**src/rtl/load_store_unit.sv**
```systemverilog
// -----------------------------------------------------------------------------
// load_store_unit
//
// Single-outstanding load/store engine sitting between a request/response
// handshake and a simple synchronous data memory (one-cycle read latency).
// Each accepted request forms an effective address from an unsigned base and
// a signed 4-bit offset. The address is range-checked against MEM_DEPTH. A
// valid request performs one memory write (store) or one memory read (load).
// Every request, faulting or not, ends in exactly one response.
//
// Ports
//   clk, rst          : clock (rising edge), synchronous active-high reset
//   req_valid/ready   : request handshake; ready only while idle
//   req_is_store      : 1 = store, 0 = load
//   req_base          : unsigned base address (DATA_W bits)
//   req_offset        : signed two's-complement offset (4 bits)
//   req_store_data    : value to store
//   mem_addr          : memory address, held between accesses
//   mem_write_enable  : one-cycle write strobe
//   mem_write_data    : memory write value, held between stores
//   mem_read_data     : memory read value, valid one cycle after the address
//   resp_valid/ready  : response handshake
//   resp_data         : load result, store value echoed, or 0 on fault
//   resp_fault        : effective address was outside 0..MEM_DEPTH-1
//   txn_count         : completed responses, wraps modulo 256
// -----------------------------------------------------------------------------
module load_store_unit #(
    parameter int DATA_W    = 9,
    parameter int ADDR_W    = 8,
    parameter int MEM_DEPTH = 128
) (
    input  logic              clk,
    input  logic              rst,
    input  logic              req_valid,
    output logic              req_ready,
    input  logic              req_is_store,
    input  logic [DATA_W-1:0] req_base,
    input  logic [3:0]        req_offset,
    input  logic [DATA_W-1:0] req_store_data,
    output logic [ADDR_W-1:0] mem_addr,
    output logic              mem_write_enable,
    output logic [DATA_W-1:0] mem_write_data,
    input  logic [DATA_W-1:0] mem_read_data,
    output logic              resp_valid,
    input  logic              resp_ready,
    output logic [DATA_W-1:0] resp_data,
    output logic              resp_fault,
    output logic [7:0]        txn_count
);

    // One extra bit so base + offset can never silently wrap into range.
    localparam int EA_W = DATA_W + 1;
    localparam logic [EA_W-1:0] DEPTH_EA = EA_W'(MEM_DEPTH);

    typedef enum logic [2:0] {
        IDLE,
        STORE,
        LD_ISSUE,
        LD_WAIT,
        RESP
    } state_t;

    state_t              state_q, state_d;
    logic [ADDR_W-1:0]   mem_addr_q, mem_addr_d;
    logic [DATA_W-1:0]   mem_wdata_q, mem_wdata_d;
    logic [DATA_W-1:0]   resp_data_q, resp_data_d;
    logic                resp_fault_q, resp_fault_d;
    logic [7:0]          txn_count_q, txn_count_d;

    logic [EA_W-1:0]     ea;
    logic                ea_fault;

    // Zero-extended base plus sign-extended offset.
    assign ea = {1'b0, req_base} + {{(EA_W-4){req_offset[3]}}, req_offset};

    // Viewed as unsigned, a negative result lands at 2^EA_W - 8 or above,
    // and the largest positive sum (base max + 7) stays below 2^EA_W. So one
    // unsigned compare catches both "below zero" and "past the end".
    assign ea_fault = (ea >= DEPTH_EA);

    always_comb begin
        state_d      = state_q;
        mem_addr_d   = mem_addr_q;
        mem_wdata_d  = mem_wdata_q;
        resp_data_d  = resp_data_q;
        resp_fault_d = resp_fault_q;
        txn_count_d  = txn_count_q;

        case (state_q)
            IDLE: begin
                if (req_valid) begin
                    if (ea_fault) begin
                        state_d      = RESP;
                        resp_fault_d = 1'b1;
                        resp_data_d  = '0;
                    end else if (req_is_store) begin
                        state_d     = STORE;
                        mem_addr_d  = ea[ADDR_W-1:0];
                        mem_wdata_d = req_store_data;
                    end else begin
                        state_d    = LD_ISSUE;
                        mem_addr_d = ea[ADDR_W-1:0];
                    end
                end
            end
            STORE: begin
                state_d      = RESP;
                resp_data_d  = mem_wdata_q;
                resp_fault_d = 1'b0;
            end
            LD_ISSUE: begin
                state_d = LD_WAIT;
            end
            LD_WAIT: begin
                // The read issued in LD_ISSUE is on mem_read_data now.
                state_d      = RESP;
                resp_data_d  = mem_read_data;
                resp_fault_d = 1'b0;
            end
            RESP: begin
                if (resp_ready) begin
                    state_d     = IDLE;
                    txn_count_d = txn_count_q + 8'd1;
                end
            end
            default: begin
                state_d = IDLE;
            end
        endcase
    end

    always_ff @(posedge clk) begin
        if (rst) begin
            state_q      <= IDLE;
            mem_addr_q   <= '0;
            mem_wdata_q  <= '0;
            resp_data_q  <= '0;
            resp_fault_q <= 1'b0;
            txn_count_q  <= '0;
        end else begin
            state_q      <= state_d;
            mem_addr_q   <= mem_addr_d;
            mem_wdata_q  <= mem_wdata_d;
            resp_data_q  <= resp_data_d;
            resp_fault_q <= resp_fault_d;
            txn_count_q  <= txn_count_d;
        end
    end

    assign req_ready        = (state_q == IDLE);
    assign mem_write_enable = (state_q == STORE);
    assign resp_valid       = (state_q == RESP);
    assign mem_addr         = mem_addr_q;
    assign mem_write_data   = mem_wdata_q;
    assign resp_data        = resp_data_q;
    assign resp_fault       = resp_fault_q;
    assign txn_count        = txn_count_q;

endmodule
```
**config.mk**
```make
export PLATFORM = sky130hd
export DESIGN_NAME = load_store_unit
export DESIGN_NICKNAME = d
export VERILOG_FILES = /design/src/rtl/load_store_unit.sv
export SDC_FILE = /design/constraint.sdc
export NUM_CORES = 1
export LEC_CHECK = 0
export BUFFER_PORTS_ARGS = -buffer_cell sky130_fd_sc_hd__buf_2
export CORE_UTILIZATION = 30
export DETAILED_ROUTE_END_ITERATION = 16
export GPL_ROUTABILITY_DRIVEN = 0
export GPL_TIMING_DRIVEN = 0
export SLEW_MARGIN = 15
export SYNTH_ARGS = -nofsm -noshare
export SYNTH_HDL_FRONTEND = slang
export SYNTH_SLANG_ARGS = --single-unit
```
**constraint.sdc**
```tcl
create_clock -name clk -period 2.7 [get_ports clk]
set_clock_uncertainty 0.1 [all_clocks]
set_input_delay 0.135 -clock clk [delete_from_list [all_inputs] [get_ports clk]]
set_output_delay 0.135 -clock clk [all_outputs]
set_load 0.03 [all_outputs]
```
==> reports/metrics.csv <==
metric,value,unit
DP HPWL,4030,um
Worst R2R End,mem_addr[2]$_SDFFE_PP0P_,
Tcrit/Tclk final,84.0,%
CP startpoint kind,input pin,
Yosys cell types,48,
root buffer cell,clkbuf_8,
Post-Route WL,5210,um
PD cells,478,nW/um2
antenna violations before repair,0,
CTS H-tree depth,2,
HP Start,req_store_data[3],
vias per cell,4.97,
Leak,0.00126,uW
CTS buffer count,5,
synthesized area per cell,8.82,um2
"Top FF cell, synth",dfxtp_1,
GR Overflow Total,0,
CTS Buffer Depth,2,
die footprint,7180,um2
mux share of post-synthesis cell area,9.26,%
die width,84.8,um
Area Growth Syn to Fin,31.5,%
Initial DRC Count,113,
WL/cell,13.0,um
first-pass GRT wire length,8700,um
Post-Synthesis Cells,233,
Fin Setup TNS,0,ns
Max Clk Rate,0.441,GHz
Synth Warn #,0,
largest net degree at the start of global routing,13,
failing checks,DRC,
CTS tree,yes,
Final Max Tran Viols,0,
worst min-delay path category,input pin to register,
Non-Filler Instances,400,
met2 Track Usage GR,24.2,%
register bit total from synthesis,38,
Adder-Cell Fraction of Synth Area,7.06,%
vias in the first global route,1906,
register area share after synthesis,37.0,%
Crit. End Element,register,
max_cap viols,0,
Via Count,1988,
starting density of the core,31.6,%
largest family of logic cells by synthesized area,simple AND/OR/NAND/NOR gates,
Critical Path Fanout Max,10,
floorplan row count,29,
Clock transition at path regs,0.08,ns
Pwr Total,1290,uW
antenna-violating nets left,0,
worst slew pin tran,0.736,ns
Final Setup Violations,0,
Synth Cell Area,2050,um2
I/O pin cnt,74,
share of layout cells above drive strength 1,27.6,%
Max-slew headroom,50.9,%
# diodes,0,
reg2reg start,state_q[0]$_SDFFE_PP0P_,
peak supply drop,0.184,mV
Synth Area in Compound Gates,18.3,%
GR Layer Usage met3,3.44,%
top-area cell type share of the netlist area,37.0,%
kind of critical path,input pin to register,
Worst Reg-to-Reg Cells,5,
port bufs,73,
core footprint,6490,um2
"area leader, netlist",dfxtp_1,
first drt pass iteration count,10,
NumNets Final,369,
Post-synth EDFFs,0,
met1 global-route usage,19.9,%
Syn Nets,280,
RSZ-0062 raised after global routing,no,
endpoints failing hold,0,
Placed Cells,383,
"Setup Fix Bufs, Post-CTS",0,
Die H,84.8,um
Min-Delay Endpoint,mem_write_data[3]$_SDFFE_PP0P_,
"Async S/R FF share, synth",0,%
Synth Area in XOR/XNOR,3.84,%
worst path required time,2.79,ns
"top cells by area, synth","dfxtp_1 (37%), mux2i_1 (9.3%), nand2_1 (6.4%), ha_1 (6.1%), o22ai_1 (2.7%)",
fraction of the mapped netlist area in simple logic gates,19.8,%
Hold Crit Depth,3,
Remaining DRCs,7,
gr usage total,15.0,%
CTS Sinks,38,
status,finished with violations,
GR peak layer,met2,
Clock Latency Late Sink,0.29,ns
Worst R2R Setup Slack,0.73,ns
post-layout min period,2.27,ns
CP Data Arrival Time,2.36,ns
flip-flops by register name, summed over array words and instances (netlist names):
signal,flops
mem_write_data,9
state_q,3
mem_addr,8
resp_data,9
txn_count,8
resp_fault,1
kinds of logic (layout without fill, tap and decap cells):
kind of cell / after synthesis / in the layout
compound gates: 53 / 53
xor+xnor: 9 / 9
fa+ha+maj: 11 / 11
simple gates: 83 / 83
mux: 19 / 19
buf+inv: 20 / 110
flops: 38 / 38
worst max-delay path, stage by stage:
cell      delay [ns]
buf_2           0.10
ha_1            0.22
inv_1           0.07
fa_1            0.23
nor2b_4         0.06
o31a_1          0.29
a2111o_1        0.46
and2_4          0.17
buf_6           0.12
o21ba_1         0.19
buf_6           0.15
o21a_1          0.16
per-layer routing:
metal  up-vias  wire length, um
li1       1025                -
met1       900             2590
met5         -                0
met2        58             2310
met3         5              257
met4         0               52
worst max path at each step:
stage               cells after the start         from  slack [ns]                              to
detailed placement                     12  req_base[0]        0.12         resp_fault$_SDFFE_PP0P_
CTS                                    12  req_base[0]        0.43         resp_fault$_SDFFE_PP0P_
global placement                       12  req_base[0]        0.14         resp_fault$_SDFFE_PP0P_
finish                                 12  req_base[0]        0.43         resp_fault$_SDFFE_PP0P_
floorplan                              11  req_base[0]        0.38         resp_fault$_SDFFE_PP0P_
global route                           10  req_base[1]        0.29  mem_write_data[7]$_SDFFE_PP0P_
repair_timing:
action                    4_1_cts  5_1_grt
hold endpoints to repair       10        0
hold buffers                    9        0
gates resized for setup         0        0
synthesized netlist by cell type (2+ instances only):
| library cell | instances |
|---|---|
| a2111o_1 | 2 |
| a211oi_1 | 2 |
| a21o_1 | 2 |
| a21oi_1 | 7 |
| and2_1 | 2 |
| and3_1 | 3 |
| and4_1 | 3 |
| buf_1 | 4 |
| buf_6 | 3 |
| clkbuf_1 | 5 |
| dfxtp_1 | 38 |
| ha_1 | 10 |
| inv_1 | 8 |
| mux2i_1 | 19 |
| nand2_1 | 35 |
| nand2b_1 | 5 |
| nand3_1 | 4 |
| nand4_1 | 5 |
| nor2_1 | 14 |
| nor2b_1 | 2 |
| nor3_1 | 4 |
| nor4_1 | 2 |
| o21a_1 | 5 |
| o21ai_0 | 7 |
| o22ai_1 | 9 |
| o311ai_0 | 3 |
| o31ai_1 | 2 |
| xnor2_1 | 3 |
| xor2_1 | 6 |
placed cells by master, fill, tap and decap left out, types with 6 or more instances in the layout:
| cell type | Yosys | layout |
|---|---|---|
| dlygate4sd3_1 | 0 | 9 |
| buf_2 | 0 | 73 |
| o22ai_1 | 9 | 9 |
| o21ai_0 | 7 | 7 |
| ha_1 | 10 | 10 |
| a21oi_1 | 7 | 7 |
| dfxtp_1 | 38 | 38 |
| nor2_1 | 14 | 14 |
| clkbuf_8 | 0 | 6 |
| nand2_1 | 35 | 35 |
| xor2_1 | 6 | 6 |
| mux2i_1 | 19 | 19 |
| inv_1 | 8 | 8 |
final cells by class:
type / count / area [um2]
flip-flops and latches: 38 / 761
plain buffers: 12 / 67.6
well taps: 77 / 96.3
clock inverters: 2 / 12.5
fillers: 686 / 3790
clock buffers: 6 / 82.6
multi-input cells: 175 / 1200
inverters: 8 / 30.0
repair buffers: 82 / 455
power by group:
part           switching [uW]  total [uW]  internal (uW)
Clock                     206         412            205
Sequential               10.1         583            573
Combinational             173         297            124
Total                     389        1290            903
through the flow:
stage	area, um2	setup WS (ns)	hold slack [ns]	util, %
floorplan	2050	0.385	0.137	-
global placement	2520	0.143	0.284	38.7
detailed placement	2520	0.123	0.287	38.7
CTS	2700	0.434	0.000542	41.6
global route	2700	0.292	0.00864	41.6
finish	2700	0.433	0.00670	41.6
No activity file was read; power rests on OpenSTA's default activity.
